### src/rtl/load_store_unit.sv
// Load/store unit: aligns byte/half/word/dword accesses onto an XLEN bus, splitting misaligned ones into two beats.
// Latency: resp_valid one cycle after the final mem_resp, or one cycle after acceptance for rejected requests.
// Backpressure: one request in flight; req_ready only while idle, bus strobes held until mem_resp.
module load_store_unit #(
    parameter int XLEN  = 32,
    parameter int SPLIT = 1
) (
    input  logic              clk,
    input  logic              rst,
    input  logic              req_valid,
    output logic              req_ready,
    input  logic              req_store,
    input  logic [2:0]        req_funct3,
    input  logic [31:0]       req_addr,
    input  logic [XLEN-1:0]   req_wdata,
    output logic              resp_valid,
    output logic [XLEN-1:0]   resp_rdata,
    output logic              resp_err,
    output logic              mem_read,
    output logic              mem_write,
    output logic [31:0]       mem_address,
    output logic [XLEN-1:0]   mem_wdata,
    output logic [XLEN/8-1:0] mem_byte_enable,
    input  logic [XLEN-1:0]   mem_rdata,
    input  logic              mem_resp
);
    localparam int NB   = XLEN / 8;
    localparam int OFFW = $clog2(NB);

    typedef enum logic [1:0] {IDLE, BEAT1, BEAT2, DONE} state_t;

    state_t            state_q, state_d;
    logic              store_q, store_d;
    logic [2:0]        funct3_q, funct3_d;
    logic [OFFW-1:0]   off_q, off_d;
    logic [3:0]        size_q, size_d;
    logic [31:0]       aligned_q, aligned_d;
    logic [XLEN-1:0]   wdata_q, wdata_d;
    logic              err_q, err_d;
    logic [XLEN-1:0]   beat0_q, beat0_d;
    logic [XLEN-1:0]   beat1_q, beat1_d;
    logic [XLEN-1:0]   rdata_q, rdata_d;

    logic [OFFW-1:0]   req_off;
    logic [3:0]        req_size;
    logic [4:0]        req_end;
    logic              req_illegal;
    logic [4:0]        span_end;
    logic [2*XLEN-1:0] wsh;
    logic [2*XLEN-1:0] cat;
    logic [XLEN-1:0]   lmask;
    logic              sign;
    logic [XLEN-1:0]   load_res;
    logic [NB-1:0]     be1, be2;
    logic              beat_act;

    always_comb begin
        req_off     = req_addr[OFFW-1:0];
        req_size    = 4'd1 << req_funct3[1:0];
        req_end     = 5'(req_off) + 5'(req_size);
        req_illegal = (req_funct3 == 3'b111)
                   || ((XLEN == 32) && ((req_funct3 == 3'b011) || (req_funct3 == 3'b110)))
                   || (req_store && req_funct3[2])
                   || ((SPLIT == 0) && (req_end > 5'(NB)));
    end

    // Store data is shifted across a double-width window; the upper half feeds the second beat.
    always_comb begin
        span_end = 5'(off_q) + 5'(size_q);
        wsh      = {{XLEN{1'b0}}, wdata_q} << {off_q, 3'b000};
        cat      = {beat1_q, beat0_q} >> {off_q, 3'b000};
        lmask    = '0;
        be1      = '0;
        be2      = '0;
        for (int i = 0; i < NB; i++) begin
            lmask[8*i +: 8] = (5'(i) < 5'(size_q)) ? 8'hFF : 8'h00;
            be1[i]          = (5'(i) >= 5'(off_q)) && (5'(i) < span_end);
            be2[i]          = (5'(i) + 5'(NB)) < span_end;
        end
        case (funct3_q[1:0])
            2'd0:    sign = cat[7];
            2'd1:    sign = cat[15];
            2'd2:    sign = cat[31];
            default: sign = cat[XLEN-1];
        endcase
        if (store_q || err_q) begin
            load_res = '0;
        end else begin
            load_res = (cat[XLEN-1:0] & lmask) | ((sign && !funct3_q[2]) ? ~lmask : '0);
        end
    end

    always_comb begin
        state_d  = state_q;
        store_d  = store_q;
        funct3_d = funct3_q;
        off_d    = off_q;
        size_d   = size_q;
        aligned_d = aligned_q;
        wdata_d  = wdata_q;
        err_d    = err_q;
        beat0_d  = beat0_q;
        beat1_d  = beat1_q;
        rdata_d  = rdata_q;
        case (state_q)
            IDLE: begin
                if (req_valid) begin
                    store_d   = req_store;
                    funct3_d  = req_funct3;
                    off_d     = req_off;
                    size_d    = req_size;
                    aligned_d = {req_addr[31:OFFW], {OFFW{1'b0}}};
                    wdata_d   = req_wdata;
                    err_d     = req_illegal;
                    beat0_d   = '0;
                    beat1_d   = '0;
                    state_d   = req_illegal ? DONE : BEAT1;
                end
            end
            BEAT1: begin
                if (mem_resp) begin
                    beat0_d = mem_rdata;
                    state_d = (span_end > 5'(NB)) ? BEAT2 : DONE;
                end
            end
            BEAT2: begin
                if (mem_resp) begin
                    beat1_d = mem_rdata;
                    state_d = DONE;
                end
            end
            DONE: begin
                rdata_d = load_res;
                state_d = IDLE;
            end
            default: state_d = IDLE;
        endcase
    end

    always_ff @(posedge clk or negedge rst) begin
        if (!rst) begin
            state_q   <= IDLE;
            store_q   <= 1'b0;
            funct3_q  <= '0;
            off_q     <= '0;
            size_q    <= '0;
            aligned_q <= '0;
            wdata_q   <= '0;
            err_q     <= 1'b0;
            beat0_q   <= '0;
            beat1_q   <= '0;
            rdata_q   <= '0;
        end else begin
            state_q   <= state_d;
            store_q   <= store_d;
            funct3_q  <= funct3_d;
            off_q     <= off_d;
            size_q    <= size_d;
            aligned_q <= aligned_d;
            wdata_q   <= wdata_d;
            err_q     <= err_d;
            beat0_q   <= beat0_d;
            beat1_q   <= beat1_d;
            rdata_q   <= rdata_d;
        end
    end

    // Outputs decode from the state register only, so reset clears them without waiting for an edge.
    always_comb begin
        beat_act        = (state_q == BEAT1) || (state_q == BEAT2);
        req_ready       = (state_q == IDLE) && rst;
        resp_valid      = (state_q == DONE);
        resp_err        = (state_q == DONE) && err_q;
        resp_rdata      = (state_q == DONE) ? load_res : rdata_q;
        mem_read        = beat_act && !store_q;
        mem_write       = beat_act && store_q;
        mem_address     = '0;
        mem_wdata       = '0;
        mem_byte_enable = '0;
        if (state_q == BEAT1) begin
            mem_address     = aligned_q;
            mem_byte_enable = be1;
            mem_wdata       = store_q ? wsh[XLEN-1:0] : '0;
        end else if (state_q == BEAT2) begin
            mem_address     = aligned_q + 32'(NB);
            mem_byte_enable = be2;
            mem_wdata       = store_q ? wsh[2*XLEN-1:XLEN] : '0;
        end
    end
endmodule

### config.mk
export PLATFORM = sky130hd
export DESIGN_NAME = load_store_unit
export DESIGN_NICKNAME = d
export VERILOG_FILES = /design/src/rtl/load_store_unit.sv
export SDC_FILE = /design/constraint.sdc
export NUM_CORES = 1
export LEC_CHECK = 0
export BUFFER_PORTS_ARGS = -buffer_cell sky130_fd_sc_hd__buf_4
export CAP_MARGIN = 20
export CORE_MARGIN = 2
export CORE_UTILIZATION = 40
export CTS_CLUSTER_DIAMETER = 80
export DETAILED_ROUTE_END_ITERATION = 12
export GPL_TIMING_DRIVEN = 0
export PLACE_DENSITY = 0.74
export SYNTH_ARGS = -nofsm -noshare
export SYNTH_HDL_FRONTEND = slang
export SYNTH_SLANG_ARGS = --single-unit
### constraint.sdc
create_clock -name clk -period 6.4 [get_ports clk]
set_clock_uncertainty 0.2 [all_clocks]
set_input_delay 1.28 -clock clk [delete_from_list [all_inputs] [get_ports clk]]
set_output_delay 1.28 -clock clk [all_outputs]
set_load 0.03 [all_outputs]
### Word level (Yosys, flattened, before mapping)

Cells that the tools add are included.

| word-level totals | value |
|---|---|
| bits in registers | 171 |
| input port bits | 104 |
| output and inout bits | 105 |

| operators by class | value |
|---|---|
| add/sub/neg operators | 2 |
| $lt $le $gt $ge | 16 |
| equal/unequal tests | 10 |
| shifts and indexed selects | 3 |
| mux-type cells | 26 |
| bitwise gates (word level) | 3 |
| reduce and logical (&&, ||, !) cells | 24 |

Operators with widths:

| operator | number |
|---|---|
| $mux W32 | 11 |
| $pmux W32 S2 | 2 |
| $shl A32 B5 Y64 | 1 |
| $shr A64 B5 Y32 | 1 |
| $add A32 B3 Y32 const B | 1 |
| $and A32 B32 Y32 | 1 |
| $mux W8 | 4 |
| $not A32 Y32 | 1 |
| $or A32 B32 Y32 | 1 |
| $lt A3 B5 Y1 const A | 4 |
| $lt A1 B5 Y1 const A | 2 |
| $lt A2 B5 Y1 const A | 2 |
| $logic_and A1 B1 Y1 | 9 |
| $reduce_and A3 Y1 | 3 |
| $lt A1 B4 Y1 const A | 2 |
| $lt A2 B4 Y1 const A | 2 |
| $mux W2 | 4 |
| $mux W4 | 2 |
| $pmux W2 S4 | 1 |
| $eq A3 B3 Y1 const B | 2 |
| $ne A2 B2 Y1 const B | 3 |
| $add A2 B4 Y5 | 1 |
| $gt A5 B3 Y1 const B | 1 |
| $logic_or A1 B1 Y1 | 5 |
| 12 further kinds | 18 |

### Longest topological paths before layout

| depth | value |
|---|---|
| depth in word-level cells | 7 |
| mapped depth | 9 |
| depth with buffers taken out | 6 |

### Worst setup path after synthesis

OpenSTA, ideal clock, no wires.

| timing path | value |
|---|---|
| path kind | register to output |
| from | register state_q[1] |
| to | output mem_address[20] |
| arrival | 2.873 ns |
| slack | 2.047 ns |
| cell stages (with the launch flop) | 8 |
| cell sequence | dfrtp_1 > inv_1 > ha_1 > nand4b_2 > or4_1 > clkbuf_1 > clkbuf_1 > o41ai_1 |

| on the way | value |
|---|---|
| word-level cells in the longest chain between the ends | 3 |

RTL lines:

| element | line | RTL |
|---|---|---|
| start, declared | 32 | `state_t state_q, state_d;` |
| start signal, assigned | 154 | `state_q <= state_d;` |
| $eq A2 B2 Y1 | 184 | `end else if (state_q == BEAT2) begin` |
| $mux W32 | 184 |  |
| $mux W32 * | 180 | `if (state_q == BEAT1) begin` |
| end, declared | 21 | `output logic [31:0] mem_address,` |

Mark *: on every way between the ends. The rest lies on a longest branch, timed or not.

### Worst setup path in the final report

| timing path | value |
|---|---|
| from | register state_q[1] |
| to | output resp_rdata[7] |

| on the way | value |
|---|---|
| word-level cells in the longest chain between the ends | 2 |

RTL lines:

| element | line | RTL |
|---|---|---|
| $eq A2 B2 Y1 | 174 | `resp_rdata = (state_q == DONE) ? load_res : rdata_q;` |
| $mux W32 | 174 |  |
| end, declared | 17 | `output logic [XLEN-1:0] resp_rdata,` |

No other way between the ends.

==> metrics.md <==
| Metric | Value |
|---|---|
| Outcome | finished, final reports clean |
| CP Class | reg2out |
| Combinational Power Share | 58.9% |
| Tcrit/Tclk final | 76.81% |
| Clock Pin Slew Worst Setup and Hold Paths | 0.07 ns |
| DRT Wirelength | 31.21 mm |
| Initial DRC Count | 728 |
| Number of synthesized flops with an enable pin | 0 |
| CP arrival | 3.44 ns |
| GRT Total Usage | 25.02% |
| Die height | 158.3 um |
| Main flop type after synthesis | dfrtp_1 |
| Starting Density | 40.68% |
| Postcts setup bufs | 0 |
| DR WL/cell | 21.01 um |
| Internal cell power | 3.721 mW |
| Grt ovf | 0 |
| Core box area | 23400 sq um |
| Clk root buf | clkbuf_16 |
| WP data required | 4.92 ns |
| Number of cells on the critical path | 8 |
| Clock insertion delay at the later pin of the skew report | 0.43 ns |
| Cell family with most CP delay | buffers and inverters |
| CP cell instances | ha_1 -> clkinv_1 -> nor3_1 -> buf_2 -> nand4b_1 -> buf_1 -> a41oi_1 -> buf_4 |
| CTS tree | done |
| DIE AREA | 25050 sq um |
| RSZ-0062 raised after global routing | no |
| Die X | 158.3 um |
| CP startpoint kind | flip-flop |
| Largest net degree at the start of global routing | 109 |
| Worst reg2reg setup slack | 3.29 ns |
| Switch Pwr | 3.353 mW |
| Ratio of cells with drive above 1 in the final layout | 32.19% |
| Post-DRT Antenna Nets | 0 |
| Dpl cells | 1453 |
| Yosys warning total | 0 |
| Global-route wire length before repair | 47.92 mm |
| Vias in the first global route | 8577 |
| Clk buf depth | 2 |
| CP max FO | 10 |
| Post-synth cell types | 57 |
| Worst vdd ir | 284.2 uV |
| Initial antenna violation count | 1 |
| Asr flop ratio synth | 100.0% |
| Place WS | 1.928 ns |
| DP Wirelength | 22.87 mm |
| Setup-failing EPs final | 0 |
| Area growth syn-to-layout | 26.96% |
| Rows | 56 |
| Pwr per Cell Area | 585.4 nW/um^2 |
| # DRC | 0 |
| PortBufs | 206 |
| Final Hold Fails | 0 |
| Worst path slowest cell | ha_1 |
| Worst Setup SP | state_q[1] |
| Reg2Reg Launch Point | state_q[1] |
| Routability congestion estimate | 0.8993 |
| Setup TNS Final | 0 ns |
| Leakage | 5.347 nW |
| Via/cell ratio | 5.876 |
| CP max stage delay | 0.48 ns |
| Vias after detailed routing | 8726 |
| PostCTS Resize Cnt | 0 |
| Clk sinks | 163 |
| CP endpoint kind | output port |
| Synth Register Bits | 163 |
| Max-slew headroom | 38.16% |
| Sequential fraction of the synthesis area | 42.85% |
| Hold buffers post-CTS | 0 |
| # H-tree levels | 4 |
| Worst Tran Pin Value | 0.9192 ns |
| Initial DRT Pass Iterations | 5 |
| Crit path buf inv count | 4 |
| Sequential share of power | 26.8% |
| Clock Power Share | 14.3% |
| Sw Ratio | 47.40% |
| Slack of the critical path | 1.484 ns |
| Min-Delay Path Class | reg2reg |
| Post-synthesis cell area | 9519 sq um |
| Worst R2R Path Depth | 7 |
| Post-Layout Cell Count | 1485 |
| Hold WS | 0.2840 ns |
| Crit path to | resp_rdata[7] |
| Syn_area_per_cell | 10.28 sq um |
| Final core utilization | 51.64% |
| Nets@finish | 1266 |
| Num CTS Buffers | 17 |
| Fmax | 0.2034 GHz |
| R2R Path End | rdata_q[7] |
| Maximum capacitance violations | 0 |
| Post-route minimum period | 4.916 ns |
| Pins Over Slew Limit | 0 |
| I/O pin total | 209 |
| Post-Syn Instances | 926 |
layout make-up:
type	count	area, sq um
Clock buffer	21	480.5
Tap cell	319	399.1
Sequential cell	163	4079
Multi-Input combinational cell	666	5025
Fill cell	2130	11320
Inverter	17	63.81
Timing Repair Buffer	207	1582
Antenna cell	1	2.502
Buffer	81	355.3
Clock inverter	10	98.84
registers in the layout, summed over array words and instances (netlist names):
register / flops
off_q: 2
store_q: 1
rdata_q: 32
funct3_q: 3
size_q: 4
err_q: 1
beat1_q: 24
state_q: 2
aligned_q: 30
wdata_q: 32
beat0_q: 32
kinds of logic after synthesis:
logic type / share of synthesized area [%]
AND/OR/NAND/NOR: 14.81
AO/OA/AOI/OAI: 16.94
flip-flops: 42.85
multiplexers: 19.05
buffers and inverters: 4.403
adder cells (fa/ha/maj): 1.262
XOR/XNOR: 0.6441
other: 0.03939
through the flow:
step	instance area, sq um	total power, mW
after global placement	11470	5.899
after CTS	12080	7.035
final	12090	7.074
after global routing	12080	7.474
after detailed placement	11500	6.003
after floorplan	9523	4.618
cells in the final DEF, fill, tap and decap left out, drive strengths merged, types with 13 or more instances in the layout:
cell,count
nor2b,17
a22o,37
nor2,21
mux2i,36
a31oi,16
a21oi,62
nor3,23
o21ai,52
clkbuf,71
inv,18
and3,13
mux4,29
a41oi,16
nand2,99
nand3,18
dfrtp,163
and2,13
a211oi,15
mux2,71
nand2b,27
buf,238
power groups by stage:
stage	Combinational, mW	Clock (mW)	Sequential (mW)
floorplan	2.88	0	1.74
global placement	4.04	0	1.86
detailed placement	4.11	0	1.89
CTS	4.13	1.02	1.88
global route	4.46	1.07	1.95
finish	4.17	1.01	1.89
tightest hold or removal path, cell delays in order, from the launching register on:
cell and delay, ns:
dfrtp_1 0.34, nand2_1 0.04, o21ai_0 0.06
per-layer routing:
layer	routed length, um	track usage, %	vias up	share of wire (%)
li1	-	-	3888	-
met1	12990	33.92	4274	42
met2	14580	39.61	497	47
met3	2726	5.770	67	8.7
met4	900	8.709	0	2.9
met5	0	0	-	0
cell usage after synthesis (2+ instances only):
library cell	n	area [sq um]
or3_1	8	50.05
o31ai_1	10	75.07
o22ai_1	8	50.05
nand3_1	18	90.09
clkbuf_1	50	187.7
mux2i_1	36	360.4
nand4b_1	2	17.52
or4_1	11	82.58
nand2b_1	27	168.9
a211oi_1	15	112.6
inv_1	16	60.06
and2_1	13	81.33
o32ai_1	8	70.07
a22o_1	37	324.1
and3_1	13	81.33
a41oi_1	8	70.07
o21ai_0	51	255.2
a31oi_1	16	100.1
nor2_1	21	78.83
a21o_1	2	15.01
a21oi_1	62	310.3
o21a_1	2	15.01
dfrtp_1	163	4079
nand4_1	5	31.28
buf_2	11	55.05
buf_4	4	30.03
buf_6	3	33.78
and4_1	2	17.52
mux4_2	29	653.1
a41oi_2	8	130.1
nand2_1	99	371.6
or2_2	10	62.56
nor4_1	2	12.51
xnor2_1	6	52.55
nor3_1	23	115.1
ha_1	8	100.1
nor2b_1	17	106.4
buf_1	13	48.80
mux2_2	71	799.5
how the worst min path moves through the flow:
stage                  endpoint  cells after the start  slack [ns]         from
detailed placement  beat1_q[17]                      2        0.27  beat1_q[17]
CTS                 beat1_q[21]                      2        0.29  beat1_q[21]
floorplan           beat1_q[16]                      2        0.24  beat1_q[16]
global placement    beat1_q[20]                      2        0.26  beat1_q[20]
finish              beat1_q[21]                      2        0.28  beat1_q[21]
global route        beat1_q[23]                      2        0.32  beat1_q[23]
(Power assumes the default switching activity.)
